`config.mk`:
```
export PLATFORM = sky130hd
export DESIGN_NAME = pc_sequencer
export DESIGN_NICKNAME = d
export VERILOG_FILES = /design/src/rtl/pc_sequencer.sv
export SDC_FILE = /design/constraint.sdc
export NUM_CORES = 1
export LEC_CHECK = 0
export CORE_ASPECT_RATIO = 0.5
export CORE_MARGIN = 5
export CORE_UTILIZATION = 51
export DETAILED_ROUTE_END_ITERATION = 8
export PLACE_DENSITY = 0.86
export RECOVER_POWER = 25
export SLEW_MARGIN = 20
export SYNTH_ARGS = -nofsm -noshare
export SYNTH_HDL_FRONTEND = slang
export SYNTH_SLANG_ARGS = --single-unit
```
`constraint.sdc`:
```
create_clock -name clk -period 5.7 [get_ports clk]
set_input_delay 1.14 -clock clk [delete_from_list [all_inputs] [get_ports clk]]
set_output_delay 1.14 -clock clk [all_outputs]
set_load 0.05 [all_outputs]
```
`src/rtl/pc_sequencer.sv`:
```
`timescale 1ns/1ps
`default_nettype none
// +----------------------------------------------------------------------------+
// | pc_sequencer: handshake-driven, stall-aware program counter and fetch FSM  |
// | Revision: 1.0                                                              |
// +----------------------------------------------------------------------------+
module pc_sequencer #(
    parameter logic [31:0] RESET_VECTOR = 32'h0000_0000,
    parameter logic [31:0] EXC_VECTOR   = 32'h0000_0080
) (
    input  logic        clk,
    input  logic        rst_n,
    output logic        imem_req,
    output logic [31:0] imem_addr,
    input  logic        imem_ack,
    input  logic [31:0] imem_rdata,
    output logic [31:0] instr,
    output logic        instr_valid,
    input  logic        stall,
    input  logic        branch_taken,
    input  logic [15:0] branch_offset,
    input  logic        jump,
    input  logic [25:0] jump_index,
    input  logic        exc,
    input  logic        halt,
    output logic [31:0] pc_out,
    output logic [31:0] epc,
    output logic        halted
);

    typedef enum logic [1:0] {
        S_IDLE   = 2'd0,
        S_FETCH  = 2'd1,
        S_ISSUE  = 2'd2,
        S_HALTED = 2'd3
    } state_t;

    state_t      r_state;
    state_t      w_state_nxt;
    logic [31:0] r_pc;
    logic [31:0] r_epc;
    logic [31:0] r_instr;
    logic [31:0] w_pc_nxt;
    logic [31:0] w_epc_nxt;
    logic [31:0] w_instr_nxt;
    logic [31:0] w_pc4;
    logic [31:0] w_br_tgt;
    logic [31:0] w_jmp_tgt;

    assign w_pc4     = r_pc + 32'd4;
    assign w_br_tgt  = w_pc4 + {{14{branch_offset[15]}}, branch_offset, 2'b00};
    assign w_jmp_tgt = {w_pc4[31:28], jump_index, 2'b00};

    always_comb begin
        w_state_nxt = r_state;
        w_pc_nxt    = r_pc;
        w_epc_nxt   = r_epc;
        w_instr_nxt = r_instr;
        case (r_state)
            S_IDLE: begin
                w_state_nxt = S_FETCH;
            end
            S_FETCH: begin
                if (imem_ack) begin
                    w_instr_nxt = imem_rdata;
                    w_state_nxt = S_ISSUE;
                end
            end
            S_ISSUE: begin
                // Redirect inputs only matter on the releasing cycle.
                if (!stall) begin
                    if (exc) begin
                        w_epc_nxt = r_pc;
                        w_pc_nxt  = EXC_VECTOR;
                    end else if (jump) begin
                        w_pc_nxt = w_jmp_tgt;
                    end else if (branch_taken) begin
                        w_pc_nxt = w_br_tgt;
                    end else begin
                        w_pc_nxt = w_pc4;
                    end
                    w_state_nxt = halt ? S_HALTED : S_FETCH;
                end
            end
            S_HALTED: begin
                w_state_nxt = S_HALTED;
            end
            default: begin
                w_state_nxt = S_IDLE;
            end
        endcase
    end

    always_ff @(posedge clk) begin
        if (!rst_n) begin
            r_state <= S_IDLE;
            r_pc    <= RESET_VECTOR;
            r_epc   <= 32'd0;
            r_instr <= 32'd0;
        end else begin
            r_state <= w_state_nxt;
            r_pc    <= w_pc_nxt;
            r_epc   <= w_epc_nxt;
            r_instr <= w_instr_nxt;
        end
    end

    assign imem_req    = (r_state == S_FETCH);
    assign imem_addr   = r_pc;
    assign pc_out      = r_pc;
    assign epc         = r_epc;
    assign instr       = r_instr;
    assign instr_valid = (r_state == S_ISSUE);
    assign halted      = (r_state == S_HALTED);

endmodule
`default_nettype wire

```
* Word-level counts from Yosys, hierarchy flattened
Index checks and enable logic that the tools add are counted.
** Operators by class
- Add/sub/neg operators :: 2
- Eq/ne operators :: 5
- Mux-type cells :: 7
- Bitwise logic cells :: 1
- Reductions and logical operators :: 5
** Operators by type and width (number)
- $mux 32 :: 3
- $add 32x3->32 const B :: 1
- $add 32x32->32 :: 1
- $pmux 2 s4 :: 1
- $mux 2 :: 3
- $reduce_and 2->1 :: 3
- $eq 2x2->1 const B :: 2
- $reduce_and 3->1 :: 1
- $eq 2x1->1 const B :: 1
- $logic_not 2->1 :: 1
- $ne 2x1->1 const B :: 1
- $ne 2x2->1 const B :: 1
- $not 1->1 :: 1
** Word-level totals
- Flip-flop bits (word level) :: 98
- Output and inout bits :: 131

* Longest topological paths before layout
Gate-level depths: netlist (run 1).
- Depth in word-level cells :: 5
- Mapped depth :: 18
- Mapped depth without buffers :: 16

* Worst setup path before layout (run 1)
OpenSTA, ideal clock, no wires.
- Kind :: register -> register
- Start :: register r_pc[7] (netlist: imem_addr[7])
- End :: register r_pc[31] (netlist: imem_addr[31])
- Library setup time :: 116 ps
- Arrival time :: 3840 ps
- Required time :: 5584 ps
- Setup slack :: 1745 ps
- Cell stages (with the launch flop) :: 19
- Buffers on the path :: 2
- Clock period less this slack :: 3955 ps
- Cell sequence :: dfxtp_1 > clkbuf_1 > nand4_1 > nor2_1 > nand2_1 > inv_1 > nand4_1 > xnor2_1 > ha_1 > buf_2 > nand3_1 > nor2_1 > nand2_1 > a2111oi_4 > nor3_2 > o31a_1 > xor2_1 > o41a_1 > and3_1
** On the way
- Cells in the longest elaborated chain, start to end :: 5
** RTL lines
- start, declared :: RTL line 40 : logic [31:0] r_pc;
- start signal, assigned :: RTL line 102 : r_pc <= w_pc_nxt;
- $add 32x3->32 (*) :: RTL line 50 : assign w_pc4 = r_pc + 32'd4;
- $add 32x32->32 :: RTL line 51 : assign w_br_tgt = w_pc4 + {{14{branch_offset[15]}}, branch_offset, 2'b00};
- $mux 32 :: RTL line 77 : end else if (branch_taken) begin
- $mux 32 (*) :: RTL line 75 : end else if (jump) begin
- $mux 32 (*) :: RTL line 72 : if (exc) begin
Every way passes the cells marked *; elsewhere a longest branch is shown, timed or not.
A chain may end at the register's enable or synchronous reset.

==> results.ini, run 1 <==
[outcome]
outcome = complete, but fails checks
violations = capacitance limit, slew limit

[yosys]
synth-xor-area-share_pct = 5.87
synthCells = 860
synth_cell_type_count = 69
seq_area_frac_synth_pct = 28.7
ys_top_cells_by_count = nand2_1 (183), dfxtp_1 (94), a21boi_0 (68), clkbuf_1 (45), o21ai_0 (45)
synth.most_common_cell = nand2_1
ys.flop_type = dfxtp_1
synth.mux.area_fraction_pct = 1.11
synth_enable_flop_cells = 0
synthArstFlopShare_pct = 0
synthDominantCellAreaShare_pct = 28.7
synth_fa_ha_area_share_pct = 6.98
synth_compound_area_share_pct = 27.0
netlist_top_cells_area = dfxtp_1 (29%), nand2_1 (10%), a21boi_0 (7.8%)
yosys.area_share.simple_pct = 22.3
avgSynthCellArea_sq_um = 7.63
syn_area_sq_um = 6560
synth_top_family_by_area = compound AO/OA/AOI/OAI gates
ys_ff_latch = 94
yosys_warnings = 0
synth_top_cell_by_area = dfxtp_1

[layout]
nFillCells = 1016
nets = 1117
antenna_cells = 0
drive_above_1_share_pct = 3.79
syn_to_final_growth_pct = 33.4
multi_input_area_sq_um = 4180
ff_latch_area_sq_um = 1880
utilization_pct = 69.3

[detailed_routing]
drc = 0
viasPerCell = 5.87
vias = 6886
ant_nets = 0
first_iter_violations = 567
routedWlPerCell_um = 18.4
wirelength_um = 21500
dr.pass1.iters = 5

[place]
hpwl_um = 15900
numPortBuffers = 206
place.gp.congestion = 0.971

[critical_path]
path_max_fanout = 80
worst-endpoint-arrival_ns = 4.79
criticalPathCategory = input port to flip-flop
cp.required_ns = 5.98
setup.worst_path.start_class = input port
cp-end-kind = flip-flop

[power_and_ir_drop]
irDropWorstVdd_mv = 0.203
power_uw = 1730
total_leakage_power_uw = 0.00334
p_per_area_nw_per_um2 = 197

[grt]
grt_overflow = 0
grt_pass1_wl_um = 33900
grt_usage_pct = 26.5
grt_use_met1_pct = 34.8
use_met3_pct = 5.96
grt_max_degree = 81
antenna_found_initial = 0
grt-busiest-layer = met2
grt_pass1_vias = 6570
use_met2_pct = 43.3

[timing]
hold_viol_final = 0
slew_headroom_pct = -81.9
period_minus_slack_ns = 4.50
min_period_over_period_pct = 79.0
rsz0062_at_grt = no
setup_viol = 0
tns_ns = 0
finClkSkew_ns = 0.00841
max_freq_ghz = 0.222
slew_violations = 81
max_slew.worst_pin.slew_ns = 2.73

[cts]
numCtsBuffers = 9
clk_pin_slew_worst_paths_ns = 0.07
cts_tree = yes
htree_levels = 3
clock_latency_ns = 0.34
cts_setup_buffers = 0
clock-sinks = 94
cts_resized = 0
clock_path_buffers = 2
ctsRootBufferMaster = clkbuf_16
hold_buffers = 0

[floorplanning]
die_h_um = 90.2
io_pins = 213
die_w_um = 170
fp-row-count = 29
core_sq_um = 12600
start_util_pct = 52.0
die-area_sq_um = 15400

[run]
cap_violations = 1

[worst_hold_path]
hold_path_class = flip-flop to flip-flop

registers in the layout, indices dropped and copies added (netlist names):
| name | count |
|---|---|
| instr | 32 |
| epc | 30 |
| imem_addr | 30 |
| r_state | 2 |
area by class of cell:
class | instances | share of cell area [%]
repair buffers | 210 | 23.8
inverters | 15 | 0.643
clock inverters | 6 | 1.36
flip-flops and latches | 94 | 21.5
well taps | 170 | 2.43
clock buffers | 9 | 2.57
multi-input cells | 669 | 47.7
routing by layer:
metal  part of all wire, %  wire length, um  up-vias
li1                      -                -     3260
met1                    43             9200     3226
met2                    46             9830      346
met3                   9.0             1950       54
met4                   2.6              563        0
met5                     0                0        -
kinds of logic after synthesis:
kind of cell	Yosys count
xor+xnor	44
mux	7
buf+inv	102
simple gates	325
compound gates	251
flops	94
fa+ha+maj	36
other cells	1
critical path: stages:
cell,delay [ns]
buf_2,0.08
clkbuf_1,1.93
nand2_1,1.00
nor3_1,0.37
a32o_1,0.17
a211o_1,0.10
through the flow:
stage | area, sq um | setup slack, ns | hold slack, ns | cells
floorplan | 6580 | 1.74 | 0.474 | 865
global placement | 8410 | 1.56 | 0.450 | 1158
detailed placement | 8410 | 1.47 | 0.458 | 1158
CTS | 8760 | 1.57 | 0.467 | 1173
global route | 8760 | 0.855 | 0.494 | 1173
finish | 8760 | 1.20 | 0.463 | 1173
worst paths after layout:
check        depth (start not counted)                       start  slack [ns]                    endpoint
max                                  6                       rst_n        1.20  imem_addr[24]$_SDFFE_PN0P_
min                                  2       instr[8]$_SDFFE_PN0P_        0.46       instr[8]$_SDFFE_PN0P_
max reg2reg                         13  imem_addr[20]$_SDFFE_PN0P_        1.46  imem_addr[31]$_SDFFE_PN0P_
min reg2reg                          2       instr[8]$_SDFFE_PN0P_        0.46       instr[8]$_SDFFE_PN0P_
report_power, final:
part	total (uW)	internal (uW)	switching [uW]
clock network	700	432	268
registers	686	672	14.4
logic	340	138	202
cells in the final DEF (no fill, tap or decap), types with 5 or more instances in the layout:
master | netlist | final
clkbuf_16 | 0 | 9
nor3_1 | 16 | 16
dlygate4sd3_1 | 0 | 20
conb_1 | 1 | 6
nand3_1 | 23 | 23
a211oi_1 | 9 | 9
nor2b_1 | 11 | 11
and2_1 | 8 | 7
mux2i_1 | 5 | 5
a21o_1 | 11 | 11
nand2_1 | 183 | 182
nand4_1 | 12 | 12
a31oi_1 | 11 | 11
a21boi_0 | 68 | 68
ha_1 | 35 | 35
o21ai_0 | 45 | 45
clkdlybuf4s50_1 | 0 | 185
a21oi_1 | 40 | 40
and3_1 | 11 | 11
inv_1 | 14 | 14
nand2b_1 | 6 | 6
xor2_1 | 16 | 16
o21a_1 | 6 | 6
xnor2_1 | 28 | 28
o31ai_1 | 5 | 5
nor2_1 | 39 | 39
dfxtp_1 | 94 | 94
Power figures use the tool's default switching activity.
==> inputs of run 2 (changes only) <==
Settings changed: CORE_UTILIZATION 51 to 47, PLACE_DENSITY 0.86 to 0.8.
Clock period 5.7 ns to 4.7 ns, I/O delays scaled along.
==> results.ini, run 2 (synthesis results as in run 1) <==
[outcome]
outcome = complete, but fails checks
violations = capacitance limit, slew limit

[critical_path]
path_max_fanout = 8  ; -90%
cp-end-kind = flip-flop
cp.required_ns = 5.00  ; -0.98 ns
criticalPathCategory = flip-flop to flip-flop
worst-endpoint-arrival_ns = 4.45  ; -0.34 ns
setup.worst_path.start_class = flip-flop

[floorplanning]
die_h_um = 93.6  ; +3.7%
die_w_um = 177  ; +3.9%
start_util_pct = 48.2  ; -3.8 points
io_pins = 213  ; unchanged
core_sq_um = 13600  ; +7.9%
die-area_sq_um = 16600  ; +7.8%
fp-row-count = 30  ; +3.4%

[power_and_ir_drop]
power_uw = 1990  ; +15%
total_leakage_power_uw = 0.00335  ; +0.56%
irDropWorstVdd_mv = 0.188  ; -7.1%
p_per_area_nw_per_um2 = 226  ; +15%

[grt]
grt_usage_pct = 25.9  ; -0.58 points
grt_overflow = 0  ; unchanged
grt_pass1_wl_um = 34500  ; +2.0%
antenna_found_initial = 0  ; unchanged
grt_pass1_vias = 6289  ; -4.3%
grt_max_degree = 77  ; -4.9%

[timing]
setup_viol = 0  ; unchanged
slew_violations = 77  ; -4.9%
rsz0062_at_grt = no
finClkSkew_ns = 0.0138  ; +0.00539 ns
hold_viol_final = 0  ; unchanged
max_freq_ghz = 0.241
min_period_over_period_pct = 88.4
period_minus_slack_ns = 4.15
max_slew.worst_pin.slew_ns = 2.68  ; -0.0496 ns
slew_headroom_pct = -78.6  ; +3.3 points
setup_ws_ns = 0.545  ; -0.651 ns
tns_ns = 0  ; unchanged

[cts]
clk_pin_slew_worst_paths_ns = 0.08  ; about the same
clock-sinks = 94  ; unchanged
cts_tree = yes
clock_latency_ns = 0.35  ; about the same
ctsRootBufferMaster = clkbuf_16
cts_resized = 0  ; unchanged
hold_buffers = 0  ; unchanged
htree_levels = 3  ; unchanged
cts_setup_buffers = 0  ; unchanged
clock_path_buffers = 2  ; unchanged
numCtsBuffers = 9  ; unchanged

[layout]
layout_commonest_cell = clkdlybuf4s50_1
nets = 1127  ; +0.90%
layout_common_cells = clkdlybuf4s50_1 (186), nand2_1 (183), dfxtp_1 (94)
drive_above_1_share_pct = 4.73  ; +0.95 points
antenna_cells = 0  ; unchanged
largest_reg_flops = 32  ; unchanged
syn_to_final_growth_pct = 34.2

[detailed_routing]
vias = 6910  ; +0.35%
ant_nets = 0  ; unchanged
routedWlPerCell_um = 18.6  ; +1.1%
wirelength_um = 22400  ; +4.0%
dr.pass1.iters = 5  ; unchanged
viasPerCell = 5.73  ; -2.4%
first_iter_violations = 631  ; +11%
drc = 0  ; unchanged

[worst_hold_path]
hold_path_class = flip-flop to flip-flop

[place]
place.gp.congestion = 0.967  ; -0.41%
numPortBuffers = 206  ; unchanged
dp_slack_ns = 0.687  ; -0.782 ns
hpwl_um = 17000  ; +6.9%

[run]
cap_violations = 1  ; unchanged

-- run 2: worst paths after layout --
path	cells past startpoint	end	start	slack, ns
setup / recovery	15	imem_addr[31]$_SDFFE_PN0P_	imem_addr[4]$_SDFFE_PN0P_	0.55
hold / removal	2	epc[3]$_SDFFE_PN0P_	epc[3]$_SDFFE_PN0P_	0.46
setup reg to reg	15	imem_addr[31]$_SDFFE_PN0P_	imem_addr[4]$_SDFFE_PN0P_	0.55
hold reg to reg	2	epc[3]$_SDFFE_PN0P_	epc[3]$_SDFFE_PN0P_	0.46
-- run 2: final cells by class --
cell class / count / area (sq um)
Multi-Input combinational cell: 669 / 4180
Fill cell: 1184 / 4820
Clock inverter: 7 / 68.8
Tap cell: 192 / 240
Inverter: 15 / 56.3
Sequential cell: 94 / 1880
Clock buffer: 9 / 225
Timing Repair Buffer: 220 / 2160
-- run 2: metrics by stage --
step | cells | instance area [sq um] | util, % | hold slack [ns]
after floorplan | 865 | 6580 | - | 0.474
after global placement | 1190 | 8510 | 62.5 | 0.451
after detailed placement | 1190 | 8510 | 62.5 | 0.458
after CTS | 1206 | 8810 | 64.6 | 0.467
after global routing | 1206 | 8810 | 64.6 | 0.491
final | 1206 | 8810 | 64.6 | 0.464
-- run 2: critical path: stages (launching register included) --
cell and delay, ns:
dfxtp_1 0.47, and3_1 0.37, and2_1 0.30, nand2_1 0.08, nor2_1 0.14, xor2_1 0.26, ha_1 0.32, a211oi_1 0.26
o21bai_1 0.19, o41ai_2 0.34, o21ai_1 0.17, nor3_2 0.32, o31a_1 0.20, xor2_1 0.31, mux2i_1 0.22, and3_1 0.16
-- run 2: metal layers --
layer	track usage [%]	vias to the layer above	share of wire [%]
met4	6.18	0	1.9
met5	0	-	0
li1	-	3282	-
met3	5.41	41	9.7
met2	41.3	360	44
met1	36.0	3227	44
-- run 2: where the power goes --
group	switching (uW)	internal (uW)
clock network	372	374
registers	15.4	814
logic	248	169
==> inputs of run 3 (changes only) <==
Settings changed: GPL_ROUTABILITY_DRIVEN set to 0.
==> results.ini, run 3 (synthesis results as in run 1) <==
[outcome]
outcome = complete, but fails checks
violations = capacitance limit, slew limit

[critical_path]
cp.required_ns = 4.99  ; about the same
reg2reg_slack_ns = 0.64  ; +0.10 ns
crit_start = imem_addr[4]$_SDFFE_PN0P_
path_max_fanout = 8  ; unchanged
r2r-start = imem_addr[4]$_SDFFE_PN0P_
criticalPathCategory = flip-flop to flip-flop
cp-end-kind = flip-flop
rr_endpoint = imem_addr[31]$_SDFFE_PN0P_
reg2reg_depth = 14  ; -1
worst-endpoint-arrival_ns = 4.35  ; -0.10 ns
crit_end = imem_addr[31]$_SDFFE_PN0P_
setup.worst_path.start_class = flip-flop

[floorplanning]
core_sq_um = 13600  ; unchanged
start_util_pct = 48.2  ; unchanged
die-area_sq_um = 16600  ; unchanged
io_pins = 213  ; unchanged
die_h_um = 93.6  ; unchanged
fp-row-count = 30  ; unchanged
die_w_um = 177  ; unchanged

[detailed_routing]
routedWlPerCell_um = 18.1  ; -2.3%
first_iter_violations = 590  ; -6.5%
dr.pass1.iters = 5  ; unchanged
ant_nets = 0  ; unchanged
viasPerCell = 5.65  ; -1.4%
drc = 0  ; unchanged
vias = 6833  ; -1.1%
wirelength_um = 21900  ; -2.1%

[run]
cap_violations = 1  ; unchanged

[cts]
clock_path_buffers = 2  ; unchanged
cts_setup_buffers = 0  ; unchanged
hold_buffers = 0  ; unchanged
cts_resized = 0  ; unchanged
clk_pin_slew_worst_paths_ns = 0.07  ; about the same
cts_tree = yes
ctsRootBufferMaster = clkbuf_16
clock_latency_ns = 0.35  ; about the same
htree_levels = 3  ; unchanged
numCtsBuffers = 9  ; unchanged
clock-sinks = 94  ; unchanged

[layout]
drive_above_1_share_pct = 5.01  ; +0.28 points
antenna_cells = 0  ; unchanged
ff_latch_area_sq_um = 1880  ; unchanged
syn_to_final_growth_pct = 34.4
instances_no_fill = 1209  ; +0.25%
layout_common_cells = clkdlybuf4s50_1 (185), nand2_1 (183), dfxtp_1 (94)
largest_reg_flops = 32  ; unchanged
multi_input_area_sq_um = 4180  ; unchanged
nets = 1130  ; +0.27%
nFillCells = 1163  ; -1.8%
layout_commonest_cell = clkdlybuf4s50_1

[timing]
setup_viol = 0  ; unchanged
rsz0062_at_grt = no
hold_viol_final = 0  ; unchanged
finClkSkew_ns = 0.0157  ; +0.00187 ns
min_period_over_period_pct = 86.4  ; -2.0 points
slew_headroom_pct = -67.8  ; +11 points
period_minus_slack_ns = 4.06  ; -0.0956 ns
tns_ns = 0  ; unchanged
slew_violations = 73  ; -5.2%
max_freq_ghz = 0.246  ; +2.4%
max_slew.worst_pin.slew_ns = 2.52  ; -0.162 ns

[power_and_ir_drop]
p_sw_share_pct = 31.5  ; -0.43 points
p_comb_share_pct = 21.2  ; +0.3 points
total_leakage_power_uw = 0.00337  ; +0.34%
irDropWorstVdd_mv = 0.210  ; +12%
intPower_uw = 1360  ; about the same
p_per_area_nw_per_um2 = 224  ; -0.88%
pwr-share-seq_pct = 41.9  ; +0.3 points
power_frac_clock_pct = 36.9  ; -0.5 points
switching_power_uw = 622  ; -2.0%

[grt]
grt_usage_pct = 25.7  ; -0.20 points
grt_overflow = 0  ; unchanged
antenna_found_initial = 0  ; unchanged
grt_pass1_vias = 6519  ; +3.7%
grt_pass1_wl_um = 34500  ; about the same
grt_max_degree = 73  ; -5.2%

[worst_hold_path]
hold_path_class = flip-flop to flip-flop

[place]
numPortBuffers = 206  ; unchanged
dp.cells = 1193  ; +0.25%
hpwl_um = 16600  ; -1.9%

[run 3: metal layers]
metal  GRT usage, %  up-vias  share of wire [%]
li1               -     3287                  -
met1           34.6     3159                 43
met2           41.3      340                 45
met3           6.02       47                 10
met4           7.34        0                2.1
met5              0        -                  0
[run 3: worst min path at each step]
stage / from / endpoint / slack [ns] / depth (start not counted)
finish: epc[10]$_SDFFE_PN0P_ / epc[10]$_SDFFE_PN0P_ / 0.46 / 2
global route: instr[19]$_SDFFE_PN0P_ / instr[19]$_SDFFE_PN0P_ / 0.49 / 2
CTS: epc[24]$_SDFFE_PN0P_ / epc[24]$_SDFFE_PN0P_ / 0.47 / 2
detailed placement: epc[24]$_SDFFE_PN0P_ / epc[24]$_SDFFE_PN0P_ / 0.46 / 2
global placement: epc[27]$_SDFFE_PN0P_ / epc[27]$_SDFFE_PN0P_ / 0.45 / 2
floorplan: r_state[0]$_SDFFE_PN0P_ / r_state[1]$_SDFFE_PN0P_ / 0.47 / 2
[run 3: power groups by stage]
stage                     Sequential, uW  Clock, uW  Combinational, uW
after CTS                            828        740                415
after global placement               846          0                408
final                                828        731                419
after detailed placement             847          0                413
after global routing                 831        778                446
after floorplan                      903          0                201
[run 3: layout make-up]
class | instances | share of cell area (%)
clock inverter | 7 | 0.709
inverter | 15 | 0.638
multi-input combinational | 669 | 47.3
sequential | 94 | 21.3
tap | 192 | 2.72
timing repair buffer | 223 | 24.7
clock buffer | 9 | 2.55
[run 3: worst max-delay path, stage by stage, from the launching register on]
cell	delay, ns
dfxtp_1	0.46
and3_1	0.37
and2_1	0.30
nand4_1	0.14
xnor2_1	0.30
ha_1	0.38
a2111oi_0	0.44
o21ai_1	0.14
o21ai_2	0.17
a2111oi_4	0.14
nor3_2	0.27
o31a_1	0.22
xor2_1	0.29
mux2i_1	0.22
and3_1	0.16
[run 3: stage by stage]
step / setup WS [ns] / hold WS (ns) / power, uW / instance area (sq um) / util [%]
5_1_grt: 0.340 / 0.490 / 2060 / 8820 / 64.7
3_3_place_gp: 0.854 / 0.451 / 1250 / 8540 / 62.7
3_5_place_dp: 0.790 / 0.457 / 1260 / 8540 / 62.7
6_report: 0.641 / 0.462 / 1980 / 8820 / 64.7
4_1_cts: 0.751 / 0.467 / 1980 / 8820 / 64.8
2_1_floorplan: 0.745 / 0.474 / 1100 / 6580 / -
